===== config.mk =====
export PLATFORM = sky130hd
export DESIGN_NAME = interrupt_request_controller
export DESIGN_NICKNAME = d
export VERILOG_FILES = /design/src/rtl/interrupt_request_controller.sv
export SDC_FILE = /design/constraint.sdc
export NUM_CORES = 1
export LEC_CHECK = 0
export ABC_AREA = 0
export CORE_ASPECT_RATIO = 0.6
export CORE_MARGIN = 8
export CORE_UTILIZATION = 51
export DETAILED_ROUTE_END_ITERATION = 12
export HOLD_SLACK_MARGIN = 0.12
export PLACE_DENSITY_LB_ADDON = 0.1
export SLEW_MARGIN = 20
export SYNTH_ARGS = -nofsm -noshare
export SYNTH_HDL_FRONTEND = slang
export SYNTH_SLANG_ARGS = --single-unit

===== constraint.sdc =====
create_clock -name clk -period 2.8 [get_ports clk]
set_input_delay 0.42 -clock clk [delete_from_list [all_inputs] [get_ports clk]]
set_output_delay 0.42 -clock clk [all_outputs]
set_load 0.01 [all_outputs]

===== src/rtl/interrupt_request_controller.sv =====
// Interrupt request front end: edge-detects request lines, latches them as pending,
// arbitrates by fixed priority and drives a timed interrupt pulse until the handler returns.
module interrupt_request_controller #(
    parameter int NUM_SRC   = 4,
    parameter int PULSE_LEN = 2,
    parameter int CNT_W     = 8
) (
    input  logic               clk,
    input  logic               rst,
    input  logic [NUM_SRC-1:0] irq_in,
    input  logic [NUM_SRC-1:0] irq_mask,
    input  logic               rti_done,
    output logic               interrupt_signal,
    output logic [2:0]         irq_id,
    output logic               busy,
    output logic [NUM_SRC-1:0] pending,
    output logic [CNT_W-1:0]   lost_count
);

    typedef enum logic [1:0] {
        ST_IDLE    = 2'd0,
        ST_PULSE   = 2'd1,
        ST_SERVICE = 2'd2
    } state_t;

    localparam logic [3:0]         PULSE_END = 4'(PULSE_LEN);
    localparam logic [CNT_W-1:0]   LOST_MAX  = {CNT_W{1'b1}};
    localparam logic [NUM_SRC-1:0] SRC_ZERO  = {NUM_SRC{1'b0}};

    state_t             state_r;
    state_t             state_nxt_s;
    logic [3:0]         cnt_r;
    logic [3:0]         cnt_nxt_s;
    logic               int_r;
    logic               int_nxt_s;
    logic [2:0]         id_r;
    logic [2:0]         id_nxt_s;
    logic               busy_r;
    logic [NUM_SRC-1:0] prev_r;
    logic [NUM_SRC-1:0] pend_r;
    logic [NUM_SRC-1:0] pend_nxt_s;
    logic [NUM_SRC-1:0] rise_s;
    logic [NUM_SRC-1:0] elig_s;
    logic [NUM_SRC-1:0] clear_s;
    logic [CNT_W-1:0]   lost_r;
    logic               lost_s;
    logic               grant_s;
    logic [2:0]         winner_s;

    // Lowest set index wins; source 0 has the highest priority.
    function automatic logic [2:0] pick_lowest(input logic [NUM_SRC-1:0] vec);
        logic [2:0] idx;
        idx = 3'd0;
        for (int i = NUM_SRC - 1; i >= 0; i--) begin
            if (vec[i]) begin
                idx = 3'(i);
            end else begin
                idx = idx;
            end
        end
        return idx;
    endfunction

    assign rise_s   = irq_in & ~prev_r;
    assign elig_s   = pend_r & ~irq_mask;
    assign winner_s = pick_lowest(elig_s);
    assign grant_s  = (state_r == ST_IDLE) && (elig_s != SRC_ZERO);

    // Pending update: the grant clears the winner, a new edge sets (set wins).
    always_comb begin
        clear_s = SRC_ZERO;
        for (int i = 0; i < NUM_SRC; i++) begin
            clear_s[i] = grant_s && (winner_s == 3'(i));
        end
        pend_nxt_s = (pend_r & ~clear_s) | rise_s;
        // A re-set on the bit being granted this cycle is not a lost request.
        lost_s     = |(rise_s & pend_r & ~clear_s);
    end

    // Next-state and next-output logic of the grant FSM.
    always_comb begin
        state_nxt_s = state_r;
        cnt_nxt_s   = cnt_r;
        int_nxt_s   = int_r;
        id_nxt_s    = id_r;
        case (state_r)
            ST_IDLE: begin
                int_nxt_s = 1'b0;
                if (grant_s) begin
                    state_nxt_s = ST_PULSE;
                    id_nxt_s    = winner_s;
                    int_nxt_s   = 1'b1;
                    cnt_nxt_s   = 4'd1;
                end else begin
                    state_nxt_s = ST_IDLE;
                end
            end
            ST_PULSE: begin
                int_nxt_s = 1'b1;
                if (cnt_r == PULSE_END) begin
                    state_nxt_s = ST_SERVICE;
                    int_nxt_s   = 1'b0;
                end else begin
                    cnt_nxt_s = cnt_r + 4'd1;
                end
            end
            ST_SERVICE: begin
                int_nxt_s = 1'b0;
                if (rti_done) begin
                    state_nxt_s = ST_IDLE;
                end else begin
                    state_nxt_s = ST_SERVICE;
                end
            end
            default: begin
                state_nxt_s = ST_IDLE;
                int_nxt_s   = 1'b0;
                cnt_nxt_s   = 4'd0;
            end
        endcase
    end

    // State, output and counter registers.
    always_ff @(posedge clk) begin
        if (rst) begin
            state_r <= ST_IDLE;
            cnt_r   <= 4'd0;
            int_r   <= 1'b0;
            id_r    <= 3'd0;
            busy_r  <= 1'b0;
            pend_r  <= SRC_ZERO;
            lost_r  <= {CNT_W{1'b0}};
        end else begin
            state_r <= state_nxt_s;
            cnt_r   <= cnt_nxt_s;
            int_r   <= int_nxt_s;
            id_r    <= id_nxt_s;
            busy_r  <= (state_nxt_s != ST_IDLE);
            pend_r  <= pend_nxt_s;
            if (lost_s && (lost_r != LOST_MAX)) begin
                lost_r <= lost_r + CNT_W'(1'b1);
            end else begin
                lost_r <= lost_r;
            end
        end
    end

    // Edge history keeps tracking during reset so lines held high across
    // reset do not register as fresh edges on release.
    always_ff @(posedge clk) begin
        prev_r <= irq_in;
    end

    assign interrupt_signal = int_r;
    assign irq_id           = id_r;
    assign busy             = busy_r;
    assign pending          = pend_r;
    assign lost_count       = lost_r;

endmodule


* Word-level counts from Yosys, hierarchy flattened *
Index checks and enable logic that the tools add are counted.

word-level totals
  flip-flop bits (word level) = 27
  input port bits = 11
  output and inout port bits = 17
  word-level logic and storage cells = 56

cells by class
  $add $sub $neg = 2
  equality and inequality tests = 9
  muxes and demuxes = 14
  bitwise operators = 10
  reductions and logical operators = 13

operators with widths
  cell                   count
  $and A4 B4 Y4          5
  $not A4 Y4             3
  $pmux W4 S3            1
  $mux W3                3
  $add A8 B1 Y8 const B  1
  $mux W4                2
  $ne A8 B8 Y1 const B   1
  $eq A3 B2 Y1 const B   2
  $logic_and A1 B1 Y1    6
  $mux W2                3
  $pmux W2 S3            1
  $add A4 B1 Y4 const B  1
  $eq A4 B2 Y1 const B   1
  $ne A2 B2 Y1 const B   2
  $or A4 B4 Y4           1
  $reduce_bool A4 Y1     1
  $reduce_or A4 Y1       1
  $eq A3 B1 Y1 const B   1
  $logic_not A3 Y1       1
  $mux W1                3
  $reduce_and A3 Y1      1
  $eq A2 B1 Y1 const B   1
  $eq A2 B2 Y1 const B   1
  $logic_not A2 Y1       1
  other kinds (4)        4

* Logic depth before layout (Yosys ltp) *
  depth in word-level cells = 12
  gate-level depth with buffers = 7
  depth with buffers taken out = 7

* Worst setup path after synthesis *
OpenSTA, ideal clock, no wires.

  kind = input to register
  start = input port irq_mask[0]
  end = register lost_r[7] (netlist: lost_count[7])
  library setup time = 70 ps
  arrival time = 1897 ps
  data required time = 2730 ps
  setup slack = 833 ps
  cell stages on the path = 6
  path buffers = 0
  path through = and2b_4 -> nor3_2 -> a211o_1 -> a31o_1 -> or4_1 -> a21oi_1

on the way
  longest elaborated chain between the ends = 9
  elaborated cells between the ends (all ways) = 17
  those cells by class = eq/ne (3); mux (1); bitwise (4); reduce/logical (9)

ends and longest elaborated chain
  what                                           RTL line  text
  start, declared                                11        input logic [NUM_SRC-1:0] irq_mask,
  $not A4 Y4 (*)                                 65        assign elig_s = pend_r & ~irq_mask;
  $and A4 B4 Y4 (*)                              65
  $mux W3 or $reduce_bool A4 Y1 (tied branches)  55, 67
  $eq A3 B1 Y1, or another cell as far along     73        clear_s[i] = grant_s && (winner_s == 3'(i));
  $logic_and A1 B1 Y1                            73
  $not A4 Y4 (*)                                 77        lost_s = |(rise_s & pend_r & ~clear_s);
  $and A4 B4 Y4 (*)                              77
  $reduce_or A4 Y1 (*)                           77
  $logic_and A1 B1 Y1 (*)                        140       if (lost_s && (lost_r != LOST_MAX)) begin
  end signal, assigned                           132       lost_r <= {CNT_W{1'b0}};
  end signal, assigned                           141       lost_r <= lost_r + CNT_W'(1'b1);
  end signal, assigned                           143       lost_r <= lost_r;
  end, declared                                  45        logic [CNT_W-1:0] lost_r;

Every way passes the cells marked *; elsewhere a longest branch is shown, timed or not.
A chain may end at the register's enable or synchronous reset.

* Final worst setup path *
  start = input port irq_mask[2]
  end = register lost_r[5] (netlist: lost_count[5])

on the way
  longest elaborated chain between the ends = 11
  elaborated cells between the ends (all ways) = 19
  those cells by class = eq/ne (3); mux (3); bitwise (4); reduce/logical (9)

ends and longest elaborated chain
  what                                        RTL line  text
  $not A4 Y4 (*)                              65
  $and A4 B4 Y4 (*)                           65
  $mux W3 (3 in series)                       55        if (vec[i]) begin
  $eq A3 B1 Y1, or another cell as far along  73
  $logic_and A1 B1 Y1                         73
  $not A4 Y4 (*)                              77
  $and A4 B4 Y4 (*)                           77
  $reduce_or A4 Y1 (*)                        77
  $logic_and A1 B1 Y1 (*)                     140

Marked as above.

==> impl_results.md <==
* Reg2reg end: lost_count[5]
* Post-CTS Setup Inserts at 0
* Final Hold Fails at 0
* Number of buffers created by CTS at 3
* Nets at 172
* Synth async-reset ratio at 0
* Initial drt markers at 71
* R2R Setup Slk at 0.69 ns
* Clk buf depth at 2
* Clk root buf: clkbuf_8
* Initial antenna violation count at 0
* PortBufs at 26
* WHS at 0.509 ns
* Cells after Synth at 128
* Pwr dens at 552 nW/um2
* Arrival time at the worst endpoint at 2.48 ns
* Area growth, synth to finish at 31.8%
* Total grt overflow at 0
* # resized after CTS at 0
* DIE WIDTH at 77.5 um
* RSZ-0062 raised after global routing: false
* CTS clk-pin slew, worst paths at 0.09 ns
* Clk sinks at 26
* Fin cells at 187
* Setup TNS at 0 ns
* Maximum vdd ir drop at 424 uV
* Slowest stage delay, CP at 0.47 ns
* Synthesis Warnings at 0
* Vias in the first global route at 1008
* Share of cells above drive strength 1 at 0.115
* Req. time, crit path at 2.96 ns
* GP Congestion at 0.800
* Global-route wire length before repair at 4790 um
* Post-Route WL at 2890 um
* EDFF count, synth at 0
* Slew Limit Fails at 0
* Num rows at 13
* CTS H-tree lvls at 1
* Critical Setup Path Class: in2reg
* Diode count at 0
* Synth Cell Area at 1160 um2
* Synth Register Bits at 26
* Final min period at 2.32 ns
* Die height at 52.9 um
* Crit path capture type: flop
* Buf+Inv Stages, Crit Path at 1
* Slowest cell on crit path: clkdlybuf4s50_1
* Core area at 2160 um2
* Drt pass-1 iters at 4
* Fin crit share at 0.828
* Top_reg_cell synth: dfxtp_1
* Initial Utilization at 0.534
* Crit path cell chain: clkdlybuf4s50_1 > nor2b_1 > nor2_2 > a211o_1 > a31o_1 > nor3_1 > mux2_1
* HP Class: reg2reg
* Worst Skew at 0.00482 ns
* Antenna viol nets, final at 0
* Drt drc at 0
* Status: completed
* Worst Min Path Start: irq_id[0]
* Register-to-Register Path Depth at 6
* Pin count of the biggest net entering global routing at 16
* FF-to-FF Start: pending[2]
* Via count at 1043
* Post-synth cell types at 46
* Crit-path leading delay family: compound AO/OA/AOI/OAI gates
* Sequential share of the synthesized area at 0.450
* Top Ports at 28
* Syn_nets at 142
* Clk Latency, worst-skew pair at 0.27 ns
* Pleak at 0.549 nW
* Via/cell ratio at 5.58
* Max-Cap Viols at 0
* Hold Path Stages at 2
* Hold-fix buffers, CTS at 0
* Hold Path End: irq_id[0]
* # placed instances at 183
* Crit-path max FO at 5
* Die area at 4100 um2
* Startpoint Class: primary input
* FMAX at 0.431 GHz
* Avg WL per Cell at 15.5 um
* CTS tree: yes
* Total GRT Usage at 0.150
* Syn Area/Cell at 9.03 um2
* Final HPWL DP at 2200 um
* # setup viols final at 0
-- metal layers --
layer | up-vias | track usage | part of all wire
met3 | 8 | 0.0709 | 0.096
met2 | 37 | 0.220 | 0.41
met4 | 0 | 0.0683 | 0.024
met1 | 483 | 0.183 | 0.47
li1 | 515 | - | -
met5 | - | 0 | 0
-- layout by cell type, fill, tap and decap left out, types with 3 or more instances in the layout --
cell type        count
nand2_1              5
ha_1                 3
nor2b_1              3
o21ai_1              3
a31oi_1              7
clkdlybuf4s50_1     26
clkbuf_8             3
nor2_1              16
a21oi_1             14
dfxtp_1             26
nand2b_1             3
o21ai_0              4
-- how the worst max path moves through the flow --
stage                      startpoint            end  cells past startpoint
after floorplan           irq_mask[0]  lost_count[7]                      6
after global placement    irq_mask[0]  lost_count[7]                      7
after detailed placement  irq_mask[0]  lost_count[5]                      7
after CTS                 irq_mask[0]  lost_count[5]                      7
after global routing      irq_mask[2]  lost_count[5]                      7
final                     irq_mask[2]  lost_count[5]                      7
-- stage by stage --
step / setup slack [ns] / area [um2] / util / total power, mW
2_1_floorplan: 0.833 / 1160 / - / 0.483
3_3_place_gp: 0.346 / 1450 / 0.671 / 0.538
3_5_place_dp: 0.294 / 1450 / 0.671 / 0.543
4_1_cts: 0.517 / 1520 / 0.704 / 0.844
5_1_grt: 0.408 / 1520 / 0.704 / 0.887
6_report: 0.481 / 1520 / 0.704 / 0.842
-- cell usage after synthesis, types with 3 or more instances --
cell	n	area (um2)
a21oi_1	14	70.1
nand2_1	5	18.8
nor2b_1	3	18.8
nor2_1	16	60.1
dfxtp_1	26	521
ha_1	3	37.5
o21ai_1	3	15.0
a31oi_1	7	43.8
o21ai_0	4	20.0
nand2b_1	3	18.8
-- sequential cells by signal, summed over array words and instances (netlist names) --
| name | cells |
|---|---|
| busy | 1 |
| prev_r | 4 |
| cnt_r | 4 |
| state_r | 2 |
| pending | 4 |
| irq_id | 2 |
| interrupt_signal | 1 |
| lost_count | 8 |
-- area by class of cell --
cell class / instances / area, um2
inverter: 2 / 7.51
fill: 178 / 639
multi-input combinational: 97 / 612
sequential: 26 / 520
timing repair buffer: 28 / 275
tap: 30 / 37.5
clock inverter: 1 / 30.0
clock buffer: 3 / 41.3
-- worst min-delay path: stages (launching register included) --
cell     delay, ns
dfxtp_1       0.34
a21oi_1       0.06
nor2_1        0.08
-- power breakdown --
group,switching (mW),leakage (nW),internal (mW),total [mW]
sequential,0.0147,0.213,0.389,0.404
clock,0.114,0.0357,0.191,0.306
combinational,0.0653,0.300,0.0667,0.132
-- logic make-up after synthesis --
group,share of synthesized area
and+or+nand+nor,0.233
AOI/OAI and AO/OA,0.227
DFF,0.450
buffers and inverters,0.0206
adders and majority gates,0.0325
xor gates and xnor gates,0.0152
muxes,0.0184
other,0.00324
(Power assumes the default switching activity.)
